**src/rtl/zapper_sense.sv**
```systemverilog
`default_nettype none
// ============================================================================
// Module   : zapper_sense
// Brief    : Light-gun photodiode model that watches the video pixel stream
//            and holds a light flag for a fixed number of scanlines per hit.
// Revision : 1.0  initial release
// ============================================================================
module zapper_sense #(
    parameter int HOLD_LINES = 26,
    parameter int THRESH     = 160,
    parameter int RADIUS     = 2
) (
    input  logic       clk,
    input  logic       reset,
    input  logic       ce_pix,
    input  logic       hs,
    input  logic       vs,
    input  logic       de,
    input  logic [7:0] r,
    input  logic [7:0] g,
    input  logic [7:0] b,
    input  logic [8:0] gun_x,
    input  logic [8:0] gun_y,
    input  logic       gun_offscreen,
    output logic       light,
    output logic [8:0] x_count,
    output logic [8:0] y_count
);

    localparam int          HOLD_W   = $clog2(HOLD_LINES + 1);
    localparam logic [HOLD_W-1:0] HOLD_LOAD = HOLD_W'(HOLD_LINES);
    localparam logic [7:0]  THRESH_V = 8'(THRESH);
    localparam logic [9:0]  RADIUS_V = 10'(RADIUS);

    typedef enum logic {
        DARK = 1'b0,
        LIT  = 1'b1
    } state_t;

    state_t            state_q;
    logic [HOLD_W-1:0] hold_q;
    logic              light_q;

    logic       hs_prev_q, hs_prev_d;
    logic       vs_prev_q, vs_prev_d;
    logic       de_prev_q, de_prev_d;
    logic       hit_q, hit_d;
    logic [8:0] x_q, x_d;
    logic [8:0] y_q, y_d;

    logic              hs_rise;
    logic              vs_rise;
    logic [10:0]       luma_sum;
    logic [7:0]        luma;
    logic signed [9:0] dx, dy;
    logic [9:0]        dx_abs, dy_abs;
    logic              inwin;

    assign hs_rise = ce_pix & hs & ~hs_prev_q;
    assign vs_rise = vs & ~vs_prev_q;

    assign luma_sum = {2'b00, r, 1'b0} + ({3'b000, g} * 11'd5) + {3'b000, b};
    assign luma     = luma_sum[10:3];

    // 10-bit signed differences keep columns near 0 and 511 from aliasing.
    assign dx     = $signed({1'b0, x_q}) - $signed({1'b0, gun_x});
    assign dy     = $signed({1'b0, y_q}) - $signed({1'b0, gun_y});
    assign dx_abs = dx[9] ? 10'(-dx) : 10'(dx);
    assign dy_abs = dy[9] ? 10'(-dy) : 10'(dy);
    assign inwin  = (dx_abs <= RADIUS_V) && (dy_abs <= RADIUS_V);

    always_comb begin
        hs_prev_d = hs_prev_q;
        vs_prev_d = vs_prev_q;
        de_prev_d = de_prev_q;
        x_d       = x_q;
        y_d       = y_q;
        hit_d     = ce_pix & de & ~gun_offscreen & inwin & (luma >= THRESH_V);
        if (ce_pix) begin
            hs_prev_d = hs;
            vs_prev_d = vs;
            de_prev_d = de;
            if (vs_rise) begin
                x_d = '0;
                y_d = '0;
            end else if (de) begin
                x_d = (x_q == 9'd511) ? x_q : x_q + 9'd1;
            end else if (de_prev_q) begin
                x_d = '0;
                y_d = (y_q == 9'd511) ? y_q : y_q + 9'd1;
            end
        end
    end

    always_ff @(posedge clk) begin
        if (reset) begin
            hs_prev_q <= 1'b0;
            vs_prev_q <= 1'b0;
            de_prev_q <= 1'b0;
            hit_q     <= 1'b0;
            x_q       <= '0;
            y_q       <= '0;
        end else begin
            hs_prev_q <= hs_prev_d;
            vs_prev_q <= vs_prev_d;
            de_prev_q <= de_prev_d;
            hit_q     <= hit_d;
            x_q       <= x_d;
            y_q       <= y_d;
        end
    end

    // A fresh hit always reloads the hold, even on a line edge.
    always_ff @(posedge clk) begin
        if (reset) begin
            state_q <= DARK;
            hold_q  <= '0;
            light_q <= 1'b0;
        end else begin
            case (state_q)
                DARK: begin
                    if (hit_q) begin
                        state_q <= LIT;
                        hold_q  <= HOLD_LOAD;
                        light_q <= 1'b1;
                    end
                end
                LIT: begin
                    if (hit_q) begin
                        hold_q <= HOLD_LOAD;
                    end else if (hs_rise) begin
                        if (hold_q == HOLD_W'(1)) begin
                            state_q <= DARK;
                            hold_q  <= '0;
                            light_q <= 1'b0;
                        end else begin
                            hold_q <= hold_q - HOLD_W'(1);
                        end
                    end
                end
                default: begin
                    state_q <= DARK;
                    hold_q  <= '0;
                    light_q <= 1'b0;
                end
            endcase
        end
    end

    assign light   = light_q;
    assign x_count = x_q;
    assign y_count = y_q;

endmodule
`default_nettype wire

```
**config.mk**
```make
export PLATFORM = sky130hd
export DESIGN_NAME = zapper_sense
export DESIGN_NICKNAME = d
export VERILOG_FILES = /design/src/rtl/zapper_sense.sv
export SDC_FILE = /design/constraint.sdc
export NUM_CORES = 1
export LEC_CHECK = 0
export ABC_AREA = 1
export BUFFER_PORTS_ARGS = -buffer_cell sky130_fd_sc_hd__buf_2
export CORE_ASPECT_RATIO = 1.1
export CORE_MARGIN = 2
export CORE_UTILIZATION = 50
export DETAILED_ROUTE_END_ITERATION = 10
export GPL_TIMING_DRIVEN = 0
export PLACE_DENSITY = 0.76
export SLEW_MARGIN = 20
export SYNTH_ARGS = -nofsm -noshare
export SYNTH_HDL_FRONTEND = slang
export SYNTH_SLANG_ARGS = --single-unit
```
**constraint.sdc**
```tcl
create_clock -name clk -period 7.9 [get_ports clk]
set_input_delay 1.185 -clock clk [delete_from_list [all_inputs] [get_ports clk]]
set_output_delay 1.185 -clock clk [all_outputs]
set_load 0.01 [all_outputs]
```
Yosys cells after proc, flatten, opt, wreduce, memory -nomap -nowiden

Index checks and enable logic that the tools add are counted.

Memories: 0
Latch bits: 0
Logic and storage cells: 76
Memory bits (writable): 0
Memory bits (read-only): 0
Bits in registers: 29
Input port bits: 49

Divide/modulo/power cells: 0
Multiplexer cells: 25
Multipliers: 1
Add/subtract/negate cells: 9
$lt $le $gt $ge: 3
Eq/ne operators: 11
Reductions and logical operators: 7
Shift-type cells: 0
Bitwise logic cells: 11

Operators by type and width:

| kind                                                             | number |
|---|---|
| 2-to-1 mux 9 bit                                                 | 8 |
| less-or-equal comparator 10 x 2 -> 1 bit (second input constant) | 2 |
| 2-to-1 mux 10 bit                                                | 2 |
| 2-to-1 mux 5 bit                                                 | 4 |
| negation 10 bit                                                  | 2 |
| subtractor 9 x 9 -> 10 bit                                       | 2 |
| adder 9 x 1 -> 9 bit (second input constant)                     | 2 |
| equality test 9 bit (second input constant)                      | 2 |
| adder 11 x 8 -> 11 bit                                           | 1 |
| adder 9 x 11 -> 11 bit                                           | 1 |
| multiplier 8 x 3 -> 11 bit (second input constant)               | 1 |
| case mux 5 bit (2 select lines)                                  | 1 |
| greater-or-equal comparator 8 bit (second input constant)        | 1 |
| 2-to-1 mux 1 bit                                                 | 8 |
| AND reduction 4 bit                                              | 2 |
| AND 1 bit                                                        | 7 |
| inequality test 2 x 1 -> 1 bit (second input constant)           | 3 |
| inequality test 2 bit (second input constant)                    | 3 |
| equality test 5 x 1 -> 1 bit (second input constant)             | 1 |
| subtractor 5 x 1 -> 5 bit (second input constant)                | 1 |
| NOT 1 bit                                                        | 4 |
| case mux 1 bit (2 select lines)                                  | 2 |
| inequality test 3 x 1 -> 1 bit (second input constant)           | 1 |
| inequality test 3 bit (second input constant)                    | 1 |
| 5 further kinds                                                  | 5 |

Logic depth before layout (Yosys ltp)

Gate-level depths: netlist of the first run.

Depth after elaboration: 7
Gate-level depth with buffers: 20
Depth with buffers taken out: 20

Least setup slack after synthesis of the first run

No wires, ideal clock.

Kind: input -> register
Start: input g[1]
End: register hit_q
Library setup time: 0.062 ns
Cell stages on the path: 17
Slack: 4.128 ns
Arrival: 3.710 ns
Buffers on the path: 0
Cell sequence: ha_1 fa_1 inv_1 fa_1 inv_1 fa_1 nand4_1 o211ai_1 nand2_1 nand2_1 nand2_1 nand3_1 nand2_1 nand2_1 nor2_1 nand2_1 nor2_2

Cells in the longest elaborated chain, start to end: 5

Ends and longest elaborated chain:

| element                           | RTL line | RTL |
|---|---|---|
| start, declared                   | 20       | `input logic [7:0] g,` |
| multiplier 8 x 3 -> 11 bit        | 62       | `assign luma_sum = {2'b00, r, 1'b0} + ({3'b000, g} * 11'd5) + {3'b000, b};` |
| adder 9 x 11 -> 11 bit            | 62       |  |
| adder 11 x 8 -> 11 bit            | 62       |  |
| greater-or-equal comparator 8 bit | 78       | `hit_d = ce_pix & de & ~gun_offscreen & inwin & (luma >= THRESH_V);` |
| AND 1 bit                         | 78       |  |
| end signal, assigned              | 107      | `hit_q <= hit_d;` |
| end, declared                     | 47       | `logic hit_q, hit_d;` |

No other way between the ends.
A chain may end at the register's enable or synchronous reset.

Final worst setup path of the first run

Ends and elaborated chain as after synthesis.

==> impl_summary.md, run 1 <==
Run status
The run finished with clean final reports.

Yosys
Counting flops with an async set or reset pin after synthesis yields a share of 0%. After technology mapping, the gate count stands at about 630. The synthesized design contains 29 register bits. The mux cell area share after synthesis is 0%. The area of the mapped netlist is 3890 sq um. During synthesis, Yosys emitted a total of 0 warnings. After Yosys synthesis, XOR and XNOR cells account for 1.57% of the synthesized area.

The number of synthesized flops with an enable pin is 0. In this run the mean area of a mapped cell was 6.22 sq um. After Yosys synthesis, full adders, half adders and majority gates account for 21.8% of the synthesized area. The net count after synthesis is 734. After synthesis, the largest family of logic cells by area is simple AND/OR/NAND/NOR gates.

The count of cell types in the netlist is 41. After Yosys synthesis, and, or, nand and nor cells account for 36.7% of the synthesized area. The top flip-flop cell by instance count after synthesis is sky130_fd_sc_hd__dfxtp_1.

The sequential fraction of the synthesis area is 14.9%. Summing the areas of all compound-gate instances in the mapped netlist gives 10.5% of the synthesized area.

Finish
The number of antenna cells inserted is 0. The number of fillers in the final layout is 745. After the last flow step, the layout net total stands at just over 800. The area overhead of the layout relative to synthesis is 14.2%. Of the cells placed in the final design, the portion with a size suffix greater than 1 is between 10% and 20%.

Clocking
The number of buffers inserted by post-CTS setup repair is 0. Gates resized during post-CTS repair numbered 0. The insertion delay of the later-clocked pin in the worst-skew pair is 0.27 ns.

The clock transition time at the flip-flop clock pins of the worst setup and hold paths is 0.06 ns. The tree is rooted in a sky130_fd_sc_hd__clkbuf_8. The number of sinks driven by the clock tree is 29. The clock passes through at most 2 buffers. The total number of H-tree levels is 2. For this design, the CTS-stage hold fixing added 0 buffers. Clock tree synthesis inserted a total of 5 buffers. The clock tree from TritonCTS is yes.

Worst setup path
The critical path contains buffers and inverters numbering 3 combined. The kind of launch point of the worst setup path is an input pin. The worst register-to-register path has a depth of 18.

The critical path goes through buf_2 > ha_1 > fa_1 > inv_1 > fa_1 > inv_1 > fa_1 > nand4_1 > o211ai_1 > nand2_1 > nand2_1 > nand2_1 > nand3_1 > nand2_1 > nand2_1 > nor2_1 > nand2_1 > nor2_2. For the worst setup path, the data required time is 8.11 ns. The dominant cell type by count on the critical path is sky130_fd_sc_hd__nand2_1. The family with the most delay on the worst path is adder cells. STA classifies the critical path endpoint as a flop. The number of cells on the critical path is 18.

The worst path arrival time is 4.01 ns. The largest single stage delay on the critical path is 0.51 ns. The flop-to-flop setup slack is 5.39 ns.

Of all nets on the critical path, the largest fanout is 2. By startpoint and endpoint, the worst setup path is classified as input pin to flop. For this design, the slowest cell found on the critical path is sky130_fd_sc_hd__fa_1.

Worst hold path
The class of the most critical hold timing path is flop to flop. The number of cells traversed by the worst hold path is 2.

Global routing
For this run the aggregate overflow at the end of global routing stands at 0. Entering global routing, the biggest net connects 11 pins. The number of antenna violations at the first check in global routing is 0. The total routing resource utilization after global routing is 20.8%. The via count of the first global-routing pass is ~3,700.

The global-route wire length before repair is ~15 mm.

Routing
The detailed router placed between 3,000 and 4,000 vias in this run. The iteration count of the initial detailed-routing pass is 4. The final wirelength is approximately 8.5 mm.

The post-detailed-route count of antenna-violating nets is 0. In the routed layout, each cell is associated on average with a via count of 4.89. After detailed routing, the number of remaining DRC violations is 0.

The number of violations reported at the end of detailed-routing iteration 0 is 143. The mean routed wirelength per cell is 10.5 microns.

Power
IR analysis of the VDD net gives a maximum drop of 0.0693 mV. Power spread over the standard cell area amounts to 110 nW/um^2. Of the total power, combinational logic draws between 40% and 50%. The clock network is responsible for 24.9% of the overall power. Internal power comes to 307 uW. The leakage power is about 2.6 nW. Net switching is 37.3% of the power.

The part of the total power dissipated in sequential elements is 30.9%. The design draws 490 uW. For this design the total switching power over the nets is 183 uW.

Floorplan
In this run the standard cell core region covers 7510 sq um. The count of boundary I/O pins is 68. The area enclosed by the die boundary is 8510 sq um. The floorplan has 33 rows. The starting density of the core is 51.8%. The horizontal die dimension is 88.2 microns. The vertical extent of the die is 96.6 microns.

STA
Setup repair after global routing left no endpoint under its margin. The worst-case clock skew is roughly 0.0046 ns. The number of failing hold endpoints at the final stage is 0. The shortest period the worst path allows is 3.80 ns. The final worst setup slack is a little over 4 ns. The worst slew margin relative to its limit is 68.0%. Summed over all failing endpoints, the final setup total negative slack is 0 ns. The max-slew violation total from the final report is 0. The worst hold margin is approximately 0.46 ns. The actual transition at the worst max-transition pin is 0.479 ns. For this run, the top clock speed supported by timing is 263 MHz. After layout, the worst path uses slightly below 50% of the clock period. The setup-violating endpoint count in the final report is 0.

Placed design
Routability-driven placement finished with a final weighted congestion of 0.872. During placement, the flow inserted port buffers numbering 67. The setup slack after placement is approximately 3.8 ns. The half-perimeter wire length after detailed placement is slightly above 7 mm.

Run
The number of max-cap violations is 0.
-- through the flow --
stage / instance area, sq um / std cells / util (%)
final: 4450 / 805 / 59.2
after global routing: 4450 / 805 / 59.2
after CTS: 4450 / 805 / 59.2
after detailed placement: 4360 / 798 / 58.0
after global placement: 4360 / 798 / 58.0
after floorplan: 3890 / 626 / -
-- cell type report --
| cell class | count | area (sq um) | area share [%] |
|---|---|---|---|
| flip-flops and latches | 29 | 581 | 13.1 |
| well taps | 105 | 131 | 2.95 |
| inverters | 144 | 541 | 12.2 |
| repair buffers | 67 | 335 | 7.54 |
| multi-input cells | 450 | 2750 | 61.8 |
| plain buffers | 3 | 26.3 | 0.591 |
| clock buffers | 7 | 86.3 | 1.94 |
-- layout by cell type (no fill, tap or decap), types with 5 or more instances in the layout --
cell / count
sky130_fd_sc_hd__buf_2: 67
sky130_fd_sc_hd__o21ai_0: 13
sky130_fd_sc_hd__nand2_1: 167
sky130_fd_sc_hd__nand2_2: 10
sky130_fd_sc_hd__ha_1: 44
sky130_fd_sc_hd__a21oi_1: 33
sky130_fd_sc_hd__clkbuf_8: 6
sky130_fd_sc_hd__nand3_1: 44
sky130_fd_sc_hd__inv_2: 10
sky130_fd_sc_hd__nor3_1: 9
sky130_fd_sc_hd__fa_1: 15
sky130_fd_sc_hd__xor2_1: 5
sky130_fd_sc_hd__nand4_1: 11
sky130_fd_sc_hd__inv_1: 134
sky130_fd_sc_hd__dfxtp_1: 29
sky130_fd_sc_hd__nor2_2: 5
sky130_fd_sc_hd__nor2_1: 48
sky130_fd_sc_hd__nand3b_1: 5
-- final timing paths --
path	from	endpoint
max	g[1]	hit_q
min reg2reg	light	light
min	light	light
max reg2reg	y_count[0]	hit_q
-- flip-flops by register name (all words and copies together) (netlist names) --
register	flops
y_count	9
state_q	1
x_count	9
hold_q	5
hit_q	1
light	1
vs_prev_q	1
de_prev_q	1
hs_prev_q	1
-- power by group through the flow --
stage | clock network (mW) | registers (mW) | logic [mW]
2_1_floorplan | 0 | 0.155 | 0.166
3_3_place_gp | 0 | 0.155 | 0.210
3_5_place_dp | 0 | 0.155 | 0.219
4_1_cts | 0.124 | 0.152 | 0.219
5_1_grt | 0.131 | 0.152 | 0.255
6_report | 0.122 | 0.152 | 0.217
-- Yosys cell counts, types with 2 or more instances --
cell type | count | area, sq um
sky130_fd_sc_hd__fa_1 | 15 | 300
sky130_fd_sc_hd__nand3b_1 | 5 | 37.5
sky130_fd_sc_hd__nor2_2 | 5 | 31.3
sky130_fd_sc_hd__o21ai_0 | 13 | 65.1
sky130_fd_sc_hd__nor3b_1 | 2 | 15.0
sky130_fd_sc_hd__nand2_1 | 167 | 627
sky130_fd_sc_hd__nor2_1 | 48 | 180
sky130_fd_sc_hd__nand2_2 | 10 | 62.6
sky130_fd_sc_hd__nand4_1 | 11 | 68.8
sky130_fd_sc_hd__a21oi_1 | 33 | 165
sky130_fd_sc_hd__or2_1 | 2 | 12.5
sky130_fd_sc_hd__nand3_2 | 4 | 40.0
sky130_fd_sc_hd__a221oi_1 | 2 | 17.5
sky130_fd_sc_hd__o21a_1 | 4 | 30.0
sky130_fd_sc_hd__a21oi_2 | 3 | 26.3
sky130_fd_sc_hd__xor2_1 | 5 | 43.8
sky130_fd_sc_hd__buf_6 | 2 | 22.5
sky130_fd_sc_hd__inv_2 | 10 | 37.5
sky130_fd_sc_hd__ha_1 | 44 | 551
sky130_fd_sc_hd__xnor2_1 | 2 | 17.5
sky130_fd_sc_hd__and3_1 | 2 | 12.5
sky130_fd_sc_hd__a211oi_1 | 4 | 30.0
sky130_fd_sc_hd__nor2_4 | 2 | 22.5
sky130_fd_sc_hd__dfxtp_1 | 29 | 581
sky130_fd_sc_hd__nor3_1 | 9 | 45.0
sky130_fd_sc_hd__a21oi_4 | 2 | 32.5
sky130_fd_sc_hd__nand3_1 | 44 | 220
sky130_fd_sc_hd__inv_1 | 134 | 503
-- kinds of logic (layout without fill, tap and decap cells) --
| kind of cell | count (synthesis) | count (layout) |
|---|---|---|
| simple gates | 317 | 317 |
| compound gates | 67 | 67 |
| fa+ha+maj | 59 | 59 |
| xor+xnor | 7 | 7 |
| flops | 29 | 29 |
| buf+inv | 147 | 221 |
-- worst reg2reg max path: cells and delay by family, from the launching register on --
kind / cells / cell delay (ns)
AND/OR/NAND/NOR: 13 / 1.15
flip-flops: 1 / 0.36
buffers and inverters: 3 / 0.25
adder cells (fa/ha/maj): 2 / 0.68
-- per-layer routing --
metal	routed length, microns	vias to the layer above	global-route usage (%)
li1	-	2104	-
met1	3950	1747	26.4
met2	4130	74	37.8
met3	329	9	2.97
met4	74	0	3.66
met5	0	-	0
No activity file was read; power rests on OpenSTA's default activity.
==> inputs of run 2 (changes only) <==
--- a/config.mk
+++ b/config.mk
@@ -12,7 +12,7 @@
 export CORE_UTILIZATION = 50
 export DETAILED_ROUTE_END_ITERATION = 10
 export GPL_TIMING_DRIVEN = 0
-export PLACE_DENSITY = 0.76
+export PLACE_DENSITY = 0.79
 export SLEW_MARGIN = 20
 export SYNTH_ARGS = -nofsm -noshare
 export SYNTH_HDL_FRONTEND = slang
==> constraint.sdc (replaced) <==
create_clock -name clk -period 3.4 [get_ports clk]
set_input_delay 0.51 -clock clk [delete_from_list [all_inputs] [get_ports clk]]
set_output_delay 0.51 -clock clk [all_outputs]
set_load 0.01 [all_outputs]
==> run 2 against run 1 <==
Effect of this change:
- clock skew up 0.0012 ns
- utilization up 0.90 points
- clock power rose to 3.5 times the previous value
- register-to-register slack worse by 4.5 ns
- flip-flop and latch count unchanged
- final cell count up 0.25%
- wire length up 0.39%
- sequential power up 130%
- worst hold slack better by 0.0022 ns
- non-clock buffer count up 1
- first-iteration DRC count up 35%
==> impl_summary.md, run 2 (synthesis results as in run 1) <==
STA
The worst-case clock skew is 0.00585 ns (+0.00124 ns). Timing would allow up to 323 MHz. The max-slew violation total from the final report is 0 (unchanged). The actual transition at the worst max-transition pin is 0.510 ns (+0.0310 ns).

The final setup TNS is 0 ns (unchanged). The smallest clock period supported by the final layout is computed as between 3 and 4 ns. Setup repair after global routing left no endpoint under its margin. The setup-violating endpoint count in the final report came to 0 (unchanged).

In the finished design, the share of the clock period the worst path needs comes to 91.1%. The number of failing hold endpoints at the final stage is 0 (unchanged). The worst slew margin relative to its limit is 66.0% (-2.1 points).

Finish
The end-of-flow core utilization was 60.1% (+0.90 points). The library cell used most frequently in the layout, excluding fill and tap cells, is sky130_fd_sc_hd__nand2_1. The area of all sequential standard cells was 581 sq um (unchanged). The area overhead of the layout relative to synthesis is 15.9%. The share of cells above drive strength 1 is 17.0% (+0.52 points).

The area used by multi-input combinational logic was 2760 sq um (+0.46%). The number of fillers in the final layout is 746 (+0.13%). The number of antenna cells inserted was 0 (unchanged).

The net count reported at finish is 809 (+0.12%). In the layout the commonest cells are sky130_fd_sc_hd__nand2_1 (167), sky130_fd_sc_hd__inv_1 (134), sky130_fd_sc_hd__buf_2 (67), sky130_fd_sc_hd__nor2_1 (48), sky130_fd_sc_hd__nand3_1 (44). The post-route cell area is 4520 sq um (+1.5%).

Worst hold path
The beginning of the worst hold path is light. In this run the worst hold path is classified as flop to flop.

Clocking
The total number of H-tree levels is 2 (unchanged). In this run the clock root is driven by a sky130_fd_sc_hd__clkbuf_8. TritonCTS built the clock tree. The clock transition time at the flip-flop clock pins of the worst setup and hold paths is 0.07 ns (about the same).

The deepest clock path buffer count is 2 (unchanged). The insertion delay of the later-clocked pin in the worst-skew pair is 0.29 ns (+0.02 ns). The number of hold buffers added after CTS is 0 (unchanged). The number of sinks driven by the clock tree is 29 (unchanged). The number of CTS-inserted buffers is 5 (unchanged).

Worst setup path
The launch point of the critical path is g[1]. The category of the critical setup timing path is input pin to flop. The kind of launch point of the worst setup path is an input pin. The required time of the critical path is 3.62 ns (-4.49 ns).

The worst path arrival time is 3.31 ns (-0.70 ns). STA classifies the critical path endpoint as a flop. The maximum net fanout on the critical path came to 2 (unchanged). The startpoint of the worst-slack reg-to-reg timing path is y_count[0].

Floorplan
The area of the core is 7510 sq um (unchanged). The area enclosed by the die boundary is 8510 sq um (unchanged). The vertical extent of the die is 96.6 microns (unchanged). The starting density of the core was 51.8% (unchanged). The number of standard-cell rows in the floorplan is 33 (unchanged). The count of boundary I/O pins is 68 (unchanged). The horizontal die dimension is 88.2 microns (unchanged).

Power
The worst-case vdd ir drop is 0.195 mV (+180%). The leakage power was 2.64 nW (+1.1%). The power per cell area is 290 nW/um^2 (+160%).

Global routing
The number of antenna violations at the first check in global routing came to 0 (unchanged). The total grt overflow is 0 (unchanged). The pin count of the biggest net entering global routing is 11 (unchanged).

The via count of the first global-routing pass was 3,599 (-1.9%). The total routing resource utilization after global routing is 20.8% (about the same). The global-route wire length before repair is 14.5 mm (-1.7%).

Placed design
The count of buffers from port buffering came to 67 (unchanged). The placer congestion estimate was 0.874 (+0.24%). The half-perimeter wire length after detailed placement is 7.11 mm (-2.1%). The area of placed instances is 4360 sq um (unchanged).

Routing
The post-detailed-route count of antenna-violating nets is 0 (unchanged). The final wirelength came to 8.52 mm (+0.39%). The iteration count of the initial detailed-routing pass is 5 (+1). The mean routed wirelength per cell was 10.6 microns (+0.14%). The total via count after detailed routing is 3,957 (+0.58%). The detailed-route DRC error count is 0 (unchanged).

The number of violations reported at the end of detailed-routing iteration 0 came to 193 (+35%). The via count normalized by instance count came to 4.90 (+0.34%).

Run status
The flow ran to the end, and the final reports show no timing, DRC or antenna violations.

Run
The number of max-cap violations came to 0 (unchanged).
-- run 2: through the flow --
step	total power, mW	std cells	hold WS, ns	setup WS (ns)
floorplan	0.746	626	0.433	0.303
global placement	0.846	798	0.440	0.0109
detailed placement	0.863	798	0.447	-0.0292
CTS	1.30	806	0.466	0.264
global route	1.42	807	0.495	0.0290
finish	1.31	807	0.462	0.303
-- run 2: final timing paths --
kind	slack, ns	end	depth (start not counted)
max	0.30	hit_q	18
min	0.46	light	2
max reg2reg	0.89	hit_q	18
min reg2reg	0.46	light	2
-- run 2: area by class of cell --
class	count	area share (%)
Inverter	144	12.0
Multi-Input combinational cell	450	61.1
Clock inverter	3	1.44
Timing Repair Buffer	68	7.59
Tap cell	105	2.91
Clock buffer	5	1.52
Buffer	3	0.582
Sequential cell	29	12.9
-- run 2: report_power, final --
group,leakage (nW),switching (mW),internal (mW)
registers,0.235,0.00591,0.346
clock network,0.0681,0.142,0.291
logic,2.34,0.303,0.223
total,2.64,0.451,0.860
-- run 2: critical path, cell delays in order --
cell	delay, ns
sky130_fd_sc_hd__buf_2	0.11
sky130_fd_sc_hd__ha_1	0.30
sky130_fd_sc_hd__fa_1	0.52
sky130_fd_sc_hd__inv_1	0.06
sky130_fd_sc_hd__fa_1	0.50
sky130_fd_sc_hd__inv_1	0.07
sky130_fd_sc_hd__fa_1	0.41
sky130_fd_sc_hd__nand4_1	0.09
sky130_fd_sc_hd__o211ai_1	0.12
sky130_fd_sc_hd__nand2_1	0.08
sky130_fd_sc_hd__nand2_1	0.05
sky130_fd_sc_hd__nand2_1	0.07
sky130_fd_sc_hd__nand3_1	0.06
sky130_fd_sc_hd__nand2_1	0.07
sky130_fd_sc_hd__nand2_1	0.05
sky130_fd_sc_hd__nor2_1	0.09
sky130_fd_sc_hd__nand2_1	0.06
sky130_fd_sc_hd__nor2_2	0.09
-- run 2: timing repair --
action | 4_1_cts | 5_1_grt
buffers inserted | 0 | 1
resized for setup | 0 | 1
setup endpoints to repair | 0 | 1
-- run 2: routing by layer --
layer  global-route usage (%)  vias up  part of all wire (%)
met3                     2.29       12                   3.8
met2                     38.4       84                    49
met5                        0        -                     0
met1                     25.1     1752                    46
met4                     6.44        0                   1.5
li1                         -     2109                     -
